## src/rtl/mem_arbiter.sv

```systemverilog
// Two-requester arbiter (data ld/st and instruction fetch) in front of a single-port memory.
// Data wins unless a fetch has been kept waiting for STARVE consecutive data grants.
module mem_arbiter #(
  parameter int STARVE = 4
) (
  input  logic        clk,
  input  logic        reset,
  input  logic        d_req,
  input  logic        d_we,
  input  logic [15:0] d_addr,
  input  logic [15:0] d_wdata,
  output logic        d_done,
  output logic [15:0] d_rdata,
  input  logic        i_req,
  input  logic [15:0] i_addr,
  output logic        i_done,
  output logic [15:0] i_rdata,
  output logic        mem_req,
  output logic        mem_we,
  output logic [15:0] mem_addr,
  output logic [15:0] mem_wdata,
  input  logic [15:0] mem_rdata,
  input  logic        mem_ack,
  output logic        busy
);

  typedef enum logic [1:0] {IDLE, DATA, FETCH} state_t;

  localparam logic [2:0] STARVE_L = 3'(STARVE);

  state_t      r_state;
  state_t      w_state_nxt;
  logic [2:0]  r_starve_cnt;
  logic [2:0]  w_starve_nxt;
  logic        r_mem_req;
  logic        r_mem_we;
  logic        w_mem_we_nxt;
  logic [15:0] r_mem_addr;
  logic [15:0] w_mem_addr_nxt;
  logic [15:0] r_mem_wdata;
  logic [15:0] w_mem_wdata_nxt;
  logic        r_d_done;
  logic        w_d_done_nxt;
  logic        r_i_done;
  logic        w_i_done_nxt;
  logic [15:0] r_d_rdata;
  logic [15:0] w_d_rdata_nxt;
  logic [15:0] r_i_rdata;
  logic [15:0] w_i_rdata_nxt;
  logic        r_busy;
  logic        w_grant_d;
  logic        w_grant_i;

  // A pending fetch only blocks data once the starvation budget is spent.
  assign w_grant_d = (r_state == IDLE) && d_req && (!i_req || (r_starve_cnt < STARVE_L));
  assign w_grant_i = (r_state == IDLE) && i_req && !w_grant_d;

  always_ff @(posedge clk) begin
    if (reset) begin
      r_state      <= IDLE;
      r_starve_cnt <= 3'd0;
      r_mem_req    <= 1'b0;
      r_mem_we     <= 1'b0;
      r_mem_addr   <= 16'h0000;
      r_mem_wdata  <= 16'h0000;
      r_d_done     <= 1'b0;
      r_i_done     <= 1'b0;
      r_d_rdata    <= 16'h0000;
      r_i_rdata    <= 16'h0000;
      r_busy       <= 1'b0;
    end else begin
      r_state      <= w_state_nxt;
      r_starve_cnt <= w_starve_nxt;
      r_mem_req    <= (w_state_nxt != IDLE);
      r_mem_we     <= w_mem_we_nxt;
      r_mem_addr   <= w_mem_addr_nxt;
      r_mem_wdata  <= w_mem_wdata_nxt;
      r_d_done     <= w_d_done_nxt;
      r_i_done     <= w_i_done_nxt;
      r_d_rdata    <= w_d_rdata_nxt;
      r_i_rdata    <= w_i_rdata_nxt;
      r_busy       <= (w_state_nxt != IDLE);
    end
  end

  always_comb begin
    w_state_nxt = r_state;
    case (r_state)
      IDLE: begin
        if (w_grant_d)      w_state_nxt = DATA;
        else if (w_grant_i) w_state_nxt = FETCH;
      end
      DATA:    if (mem_ack) w_state_nxt = IDLE;
      FETCH:   if (mem_ack) w_state_nxt = IDLE;
      default: w_state_nxt = IDLE;
    endcase
  end

  // Next values for every registered output; the transaction fields only load on a grant.
  always_comb begin
    w_starve_nxt    = r_starve_cnt;
    w_mem_we_nxt    = r_mem_we;
    w_mem_addr_nxt  = r_mem_addr;
    w_mem_wdata_nxt = r_mem_wdata;
    w_d_done_nxt    = 1'b0;
    w_i_done_nxt    = 1'b0;
    w_d_rdata_nxt   = r_d_rdata;
    w_i_rdata_nxt   = r_i_rdata;
    if (w_grant_d) begin
      w_mem_we_nxt    = d_we;
      w_mem_addr_nxt  = d_addr;
      w_mem_wdata_nxt = d_wdata;
      w_starve_nxt    = i_req ? (r_starve_cnt + 3'd1) : 3'd0;
    end else if (w_grant_i) begin
      w_mem_we_nxt   = 1'b0;
      w_mem_addr_nxt = i_addr;
      w_starve_nxt   = 3'd0;
    end
    if ((r_state == DATA) && mem_ack) begin
      w_d_done_nxt = 1'b1;
      if (!r_mem_we) w_d_rdata_nxt = mem_rdata;
    end
    if ((r_state == FETCH) && mem_ack) begin
      w_i_done_nxt  = 1'b1;
      w_i_rdata_nxt = mem_rdata;
    end
  end

  assign mem_req   = r_mem_req;
  assign mem_we    = r_mem_we;
  assign mem_addr  = r_mem_addr;
  assign mem_wdata = r_mem_wdata;
  assign d_done    = r_d_done;
  assign i_done    = r_i_done;
  assign d_rdata   = r_d_rdata;
  assign i_rdata   = r_i_rdata;
  assign busy      = r_busy;

endmodule

```

## config.mk

```make
export PLATFORM = sky130hd
export DESIGN_NAME = mem_arbiter
export DESIGN_NICKNAME = d
export VERILOG_FILES = /design/src/rtl/mem_arbiter.sv
export SDC_FILE = /design/constraint.sdc
export NUM_CORES = 1
export LEC_CHECK = 0
export CORE_MARGIN = 5
export CORE_UTILIZATION = 40
export CTS_BUF_LIST = sky130_fd_sc_hd__clkbuf_16
export CTS_CLUSTER_SIZE = 12
export DETAILED_ROUTE_END_ITERATION = 7
export GPL_ROUTABILITY_DRIVEN = 0
export MAX_ROUTING_LAYER = met4
export PLACE_DENSITY = 0.81
export SETUP_SLACK_MARGIN = 0.4
export SLEW_MARGIN = 30
export SYNTH_ARGS = -nofsm -noshare
export SYNTH_HDL_FRONTEND = slang
export SYNTH_SLANG_ARGS = --single-unit
```

## constraint.sdc

```tcl
create_clock -name clk -period 2.2 [get_ports clk]
set_clock_uncertainty 0.2 [all_clocks]
set_input_delay 0.22 -clock clk [delete_from_list [all_inputs] [get_ports clk]]
set_output_delay 0.22 -clock clk [all_outputs]
set_load 0.02 [all_outputs]
```

== After elaboration in Yosys (flattened, before gate mapping) ==
Index checks and enable logic that the tools add are counted.

* Register bits after elaboration: 73
* Input bits: 70
* Logic and storage cells: 42

* Add/subtract/negate cells: 1
* $lt $le $gt $ge: 1
* Equality and inequality tests: 2
* Mux-type cells: 13
* Bitwise operators: 1
* Reduce and logical (&&, ||, !) cells: 14

{| class="wikitable"
|+ Operators with widths
! cell !! number
|-
| two-way mux 16 bit || 2
|-
| two-way mux 3 bit || 3
|-
| logical AND 1 bit || 6
|-
| two-way mux 2 bit || 3
|-
| two-way mux 1 bit || 4
|-
| case mux 2 bit (2 select lines) || 1
|-
| nonzero test 2 bit || 2
|-
| adder 3 x 1 -> 3 bit, second input constant || 1
|-
| < comparator 3 bit, second input constant || 1
|-
| equality test 2 x 1 -> 1 bit, second input constant || 1
|-
| equality test 2 bit, second input constant || 1
|-
| logical NOT 1 bit || 2
|-
| logical NOT 2 bit || 1
|-
| AND reduction 2 bit || 1
|-
| OR reduction 2 bit || 1
|-
| logical OR 1 bit || 1
|-
| NOT 1 bit || 1
|}

== Logic depth before layout (Yosys ltp) ==
Gate-level depths: netlist of the first run.

* Depth in word-level cells: 9
* Gate-level depth with buffers: 8
* Mapped depth without buffers: 6

== Worst setup path before layout of the first run ==
OpenSTA, ideal clock, no wires.

* Kind: register to register
* Start: reg r_state[1]
* End: reg r_d_rdata[4] (netlist: d_rdata[4])
* Library setup time: 0.071 ns
* Arrival: 1.347 ns
* Required time: 1.929 ns
* Setup slack: 0.582 ns
* Stages on the path, launching flop included: 9
* Cells stage by stage: dfxtp_1 -> inv_1 -> ha_1 -> nand2_1 -> or2_2 -> clkbuf_1 -> buf_2 -> nand2_1 -> a21oi_1

* Word-level cells in the longest chain between the ends: 3

{| class="wikitable"
|+ RTL lines
! what !! line !! source
|-
| from (decl) || 31 || <nowiki>state_t r_state;</nowiki>
|-
| from (signal assigned) || 72 || <nowiki>r_state <= w_state_nxt;</nowiki>
|-
| equality test 2 x 1 -> 1 bit || 119 || <nowiki>if ((r_state == DATA) && mem_ack) begin</nowiki>
|-
| logical AND 1 bit || 119 ||
|-
| AND reduction 2 bit (no line) || -- ||
|-
| to (signal assigned) || 80 || <nowiki>r_d_rdata <= w_d_rdata_nxt;</nowiki>
|-
| to (decl) || 46 || <nowiki>logic [15:0] r_d_rdata;</nowiki>
|}

Every way passes these cells.
A chain may end at the register's enable or synchronous reset.

== Worst setup path in the final report of the first run ==
* Start: reg r_mem_addr[5] (netlist: mem_addr[5])
* End: out mem_addr[5]

{| class="wikitable"
|+ RTL lines
! what !! line !! source
|-
| from (decl) || 38 || <nowiki>logic [15:0] r_mem_addr;</nowiki>
|-
| from (signal assigned) || 76 || <nowiki>r_mem_addr <= w_mem_addr_nxt;</nowiki>
|-
| to (decl) || 20 || <nowiki>output logic [15:0] mem_addr,</nowiki>
|}

No word-level cell between the ends.

==> impl_metrics.json, run 1 <==
{
  "tns_ns": 0,
  "vdd_drop_max_mv": 0.616,
  "status": "finished clean",
  "vias": 2774,
  "grt_pass1_vias": 2736,
  "drt_wl_total_um": 7960,
  "startpoint_type": "register",
  "worstPathMaxFanout": 2,
  "hold_viol": 0,
  "grt_max_degree": 33,
  "globalRouteOverflowTotal": 0,
  "cts_tree": "built",
  "hold-worst-slack_ns": 0.115,
  "tightest_slew_ns": 0.463,
  "port_buffers": 138,
  "power_density_nw_per_um2": 768,
  "std_cell_rows": 30,
  "relSlewSlack_pct": 68.8,
  "max_stage_delay_ns": 0.63,
  "synthesis.area_um2": 2860,
  "antenna_found_initial": 0,
  "grt_usage_pct": 18.7,
  "p_total_mw": 3.57,
  "avgViaCountPerCell": 4.77,
  "areaGrowthSynthToFinish_pct": 62.6,
  "firstDrtPassIters": 4,
  "synth_ff_type": "dfxtp_1",
  "worstPathArrival_ns": 1.29,
  "synth_edf_count": 0,
  "clock_path_buffers": 2,
  "die_area_um2": 8950,
  "synth_fp_nets": 419,
  "ys_top_cells_by_area": "dfxtp_1, nand2_1, a21oi_1, a311oi_2, nor2_1",
  "met1_usage_pct": 20.2,
  "fill_cells": 552,
  "pre_cts_slack_ns": 0.185,
  "start_util_pct": 41.7,
  "clkLatencyLatePin_ns": 0.32,
  "critPathKind": "register to output port",
  "grt_pass1_wl_um": 12700,
  "grt_util_met2_pct": 33.2,
  "setup_viol": 0,
  "yosysSeqAreaShare_pct": 51.1,
  "ant_nets": 0,
  "leakage_nw": 1.72,
  "fin_crit_sh_pct": 77.9,
  "placeableCoreArea_um2": 6870,
  "clock-sinks": 73,
  "wire_per_inst_um": 13.7,
  "timing.fmax_mhz": 583,
  "drive_gt1_share_pct": 10.1,
  "boundaryPins": 139,
  "cts_buffers": 9,
  "cap_viol_max_count": 0,
  "yosysTopAreaCellShare_pct": 51.1,
  "critPathSlowestCell": "clkdlybuf4s50_1",
  "grt-busiest-layer": "met2",
  "clk_pin_slew_ns": 0.06,
  "die_w_um": 94.6,
  "antenna_cells": 0,
  "min_period_ns": 1.71,
  "cts-root-buf": "clkbuf_16",
  "drt_iter0_drc": 125,
  "h-tree-depth": 3,
  "cp_top_family": "buffers and inverters",
  "synthArstFlopShare_pct": 0,
  "final_net_count": 555,
  "cp-end-kind": "output port",
  "dp_hpwl_um": 6040,
  "rsz0062_at_grt": "yes",
  "ys_types": 26,
  "ys_warn_count": 0,
  "drc": 0,
  "synth.ff_latch_count": 73,
  "worstPathCellList": "clkdlybuf4s50_1",
  "maxSlewViolCount": 0,
  "die_y_um": 94.6,
  "setup_slack_ns": 0.486,
  "yosysTopAreaCell": "dfxtp_1",
  "syn_inst": 344,
  "met3_usage_pct": 3.67,
  "synth_area_per_cell_um2": 8.32,
  "cp.required_ns": 1.78,
  "hold_path_class": "input pin to register",
  "critPathBufInv": 1
}
per-layer routing:
metal / wire [um] / up-vias / part of all wire (%)
met5: 0 / - / 0
met4: 207 / 0 / 2.6
met3: 421 / 19 / 5.3
met2: 4130 / 89 / 52
met1: 3200 / 1261 / 40
li1: - / 1405 / -
cells in the mapped netlist (all sizes together), types with 2 or more instances:
master	n
nor2b	2
inv	2
dfxtp	73
a311oi	16
nand2	133
nor2	25
a21oi	49
ha	5
a22oi	4
o21ai	3
clkbuf	10
buf	14
cell families (layout without fill, tap and decap cells):
| family | Yosys count | count (layout) | share of synthesized area, % |
|---|---|---|---|
| flip-flops | 73 | 73 | 51.1 |
| buffers and inverters | 26 | 167 | 4.77 |
| AND/OR/NAND/NOR | 164 | 164 | 22.3 |
| AO/OA/AOI/OAI | 75 | 75 | 19.3 |
| adder cells (fa/ha/maj) | 5 | 5 | 2.19 |
| multiplexers | 1 | 1 | 0.350 |
layout make-up:
type / instances / area [um2] / area share (%)
timing repair buffer: 149 / 1490 / 32.0
sequential: 73 / 1460 / 31.4
multi-input combinational: 245 / 1280 / 27.5
clock buffer: 9 / 225 / 4.84
tap: 96 / 120 / 2.58
clock inverter: 7 / 72.6 / 1.56
inverter: 2 / 7.51 / 0.161
per-stage QoR:
step	cell area [um2]	instances	utilization, %
floorplan	2860	344	-
global placement	4340	565	63.1
detailed placement	4340	565	63.1
CTS	4640	581	67.5
global route	4650	581	67.7
finish	4650	581	67.7
report_power, final:
group          internal [mW]  total (mW)  switching [mW]
Clock                  0.876        1.42           0.539
Sequential              1.41        1.45          0.0438
Combinational          0.358       0.710           0.351
registers in the layout (all words and copies together), names as in the netlist:
| register | cells |
|---|---|
| d_rdata | 16 |
| d_done | 1 |
| mem_wdata | 16 |
| busy | 1 |
| i_done | 1 |
| r_state | 2 |
| r_starve_cnt | 3 |
| i_rdata | 16 |
| mem_addr | 16 |
| mem_we | 1 |
cells in the final DEF, fill, tap and decap left out, drive strengths merged, types with 4 or more instances in the layout:
master           n
nand2          133
buf             12
clkdlybuf4s50  136
a21oi           49
nor2            25
ha               5
a311oi          16
clkbuf           9
a22oi            4
dfxtp           73
clkinv           4
path summary, 6_finish.rpt:
check             slack, ns                startpoint                       end  depth (start not counted)
hold / removal         0.12                     reset       mem_we$_SDFFE_PP0P_                          2
setup reg to reg       0.49     r_state[1]$_SDFF_PP0_  mem_addr[6]$_SDFFE_PP0P_                          7
hold reg to reg        0.25   d_rdata[0]$_SDFFE_PP0P_   d_rdata[0]$_SDFFE_PP0P_                          2
setup / recovery       0.49  mem_addr[5]$_SDFFE_PP0P_               mem_addr[5]                          1
what timing repair did:
| item | 4_1_cts | 5_1_grt |
|---|---|---|
| gates resized for setup | 1 | 4 |
| buffers inserted | 0 | 0 |
| pin swaps | 0 | 0 |
| endpoints found under the setup margin | 1 | 25 |
| cloned | 0 | 0 |
| hold buffers | 0 | 0 |
Power figures use the tool's default switching activity.
==> inputs of run 2 (changes only) <==
Clock period 2.2 ns to 1.62 ns, I/O delays scaled along.
==> run 2 against run 1 <==
Net effect: the run now ends with negative hold slack left; die area stayed put; power rose by 43%; hold slack lost 0.12 ns; non-clock buffer count grew 29; critical path depth up 6; first-iteration DRC count is 4.0% higher; worst setup slack got worse by 0.47 ns; final cell count up 5.2%; wire length increased by 21%; critical endpoint is now mem_addr[4]$_SDFFE_PP0P_; largest power group unchanged; highest routed layer unchanged.
==> impl_metrics.json, run 2 (synthesis gave the netlist of run 1 again) <==
{
  "status": "finished, violations left",
  "violations": "negative hold slack",
  "drt_iter0_drc": 130,
  "vias": 2997,
  "top_layer": "met4",
  "rsz0062_at_grt": "yes",
  "cts_tree": "built",
  "fin_util_pct": 74.0,
  "dp_hpwl_um": 6270,
  "clock-sinks": 73,
  "cts_buffers": 9,
  "hold-worst-slack_ns": -0.00802,
  "drt_wl_total_um": 9600,
  "leakage_nw": 2.09,
  "grt_max_degree": 29,
  "cap_viol_max_count": 0,
  "clock_path_buffers": 2,
  "critPathSlowestCell": "dfxtp_4",
  "ant_nets": 0,
  "min_period_ns": 1.60,
  "tns_ns": 0,
  "h-tree-depth": 3,
  "relSlewSlack_pct": 72.1,
  "worstPathMaxFanout": 6,
  "critPathBufInv": 3,
  "start_util_pct": 41.7,
  "wire_per_inst_um": 15.7,
  "vdd_drop_max_mv": 0.590,
  "startpoint_type": "register",
  "drive_gt1_share_pct": 42.1,
  "grt_pass1_vias": 3013,
  "hold_viol": 2,
  "worstPathCellList": "inv_4 -> ha_4 -> buf_6 -> o21a_4 -> buf_6 -> nor2_1 -> a311oi_2",
  "cp-end-kind": "register",
  "drc": 0,
  "fin_crit_sh_pct": 98.9,
  "wl_met2_um": 5170,
  "port_buffers": 138,
  "dpl_cell_area_um2": 4550,
  "placeableCoreArea_um2": 6870,
  "cp_top_family": "compound AO/OA/AOI/OAI gates",
  "clk_pin_slew_ns": 0.06,
  "die_y_um": 94.6,
  "wl_met3_um": 533,
  "met1_length_um": 3630,
  "cp.required_ns": 1.66,
  "maxSlewViolCount": 0,
  "cts-root-buf": "clkbuf_16",
  "globalRouteOverflowTotal": 0,
  "grt_usage_pct": 20.9,
  "critPathKind": "register to register",
  "power_density_nw_per_um2": 1010,
  "clkLatencyLatePin_ns": 0.32,
  "antenna_found_initial": 0,
  "fill_cells": 510,
  "antenna_cells": 0,
  "final_net_count": 585,
  "critPathMostFrequentCell": "buf_6",
  "areaGrowthSynthToFinish_pct": 77.7,
  "max_stage_delay_ns": 0.35,
  "postLayoutCellArea_um2": 5090,
  "grt_pass1_wl_um": 14100,
  "firstDrtPassIters": 4,
  "die_area_um2": 8950,
  "std_cell_rows": 30,
  "worstPathArrival_ns": 1.64,
  "hold_path_class": "input pin to register",
  "layout_commonest_cell": "nand2_1",
  "timing.fmax_mhz": 624,
  "mostFrequentLayoutCells": "nand2_1, buf_4, clkdlybuf4s50_1",
  "tightest_slew_ns": 0.419,
  "p_total_mw": 5.13,
  "setup_viol": 0,
  "die_w_um": 94.6,
  "boundaryPins": 139,
  "avgViaCountPerCell": 4.91
}
[run 2: cell count changes in the layout (fill, tap and decap cells not counted), sizes merged]
cell and change:
clkbuf +1, buf +97, clkinvlp +2, clkdlybuf4s50 -69, clkinv -2, or2 +1
[run 2: where the power goes]
part	total [mW]	switching, mW	internal, mW
Clock	1.95	0.760	1.19
Sequential	1.98	0.0672	1.91
Combinational	1.20	0.587	0.613
[run 2: worst register-to-register path, cell delays in order, from the launching register on]
cell      delay (ns)
dfxtp_4         0.35
inv_4           0.06
ha_4            0.15
buf_6           0.11
o21a_4          0.20
buf_6           0.15
nor2_1          0.06
a311oi_2        0.24
[run 2: final timing paths]
| check | startpoint | to | slack [ns] | cells past startpoint |
|---|---|---|---|---|
| max reg2reg | r_state[1]$_SDFF_PP0_ | mem_addr[4]$_SDFFE_PP0P_ | 0.02 | 7 |
| max | r_state[1]$_SDFF_PP0_ | mem_addr[4]$_SDFFE_PP0P_ | 0.02 | 7 |
| min reg2reg | mem_wdata[8]$_SDFFE_PP0N_ | mem_wdata[8]$_SDFFE_PP0N_ | 0.25 | 2 |
| min | reset | r_state[1]$_SDFF_PP0_ | -0.008 | 4 |
[run 2: repair_timing]
item,4_1_cts,5_1_grt
setup buffers,9,4
endpoints found under the setup margin,141,118
pin swaps,10,34
gates cloned,1,3
gates resized for setup,295,126
endpoints found under the hold margin,1,1
[run 2: routing by layer]
layer | track usage [%] | vias to the layer above
met5 | - | -
met2 | 37.1 | 90
met3 | 5.18 | 23
li1 | - | 1471
met4 | 9.25 | 0
met1 | 21.9 | 1413
[run 2: final cells by class]
type | count | area [um2] | area share (%)
clock buffers | 9 | 225 | 4.43
clock inverters | 7 | 70.1 | 1.38
inverters | 2 | 10.0 | 0.197
multi-input cells | 246 | 1540 | 30.3
flip-flops and latches | 73 | 1490 | 29.2
well taps | 96 | 120 | 2.36
repair buffers | 178 | 1630 | 32.1
[run 2: stage by stage]
step	setup WS [ns]	cells	hold slack, ns
finish	0.0185	611	-0.00802
global route	-0.0379	611	0.00156
CTS	0.0371	604	-0.00527
detailed placement	-0.186	578	0.246
global placement	-0.130	578	0.239
floorplan	0.110	344	0.0939
==> inputs of run 3 (changes only) <==
Settings changed: CTS_CLUSTER_SIZE 12 to 28.
==> results of run 3 <==
No change in the layout: final DEF, timing and power equal those of run 2.
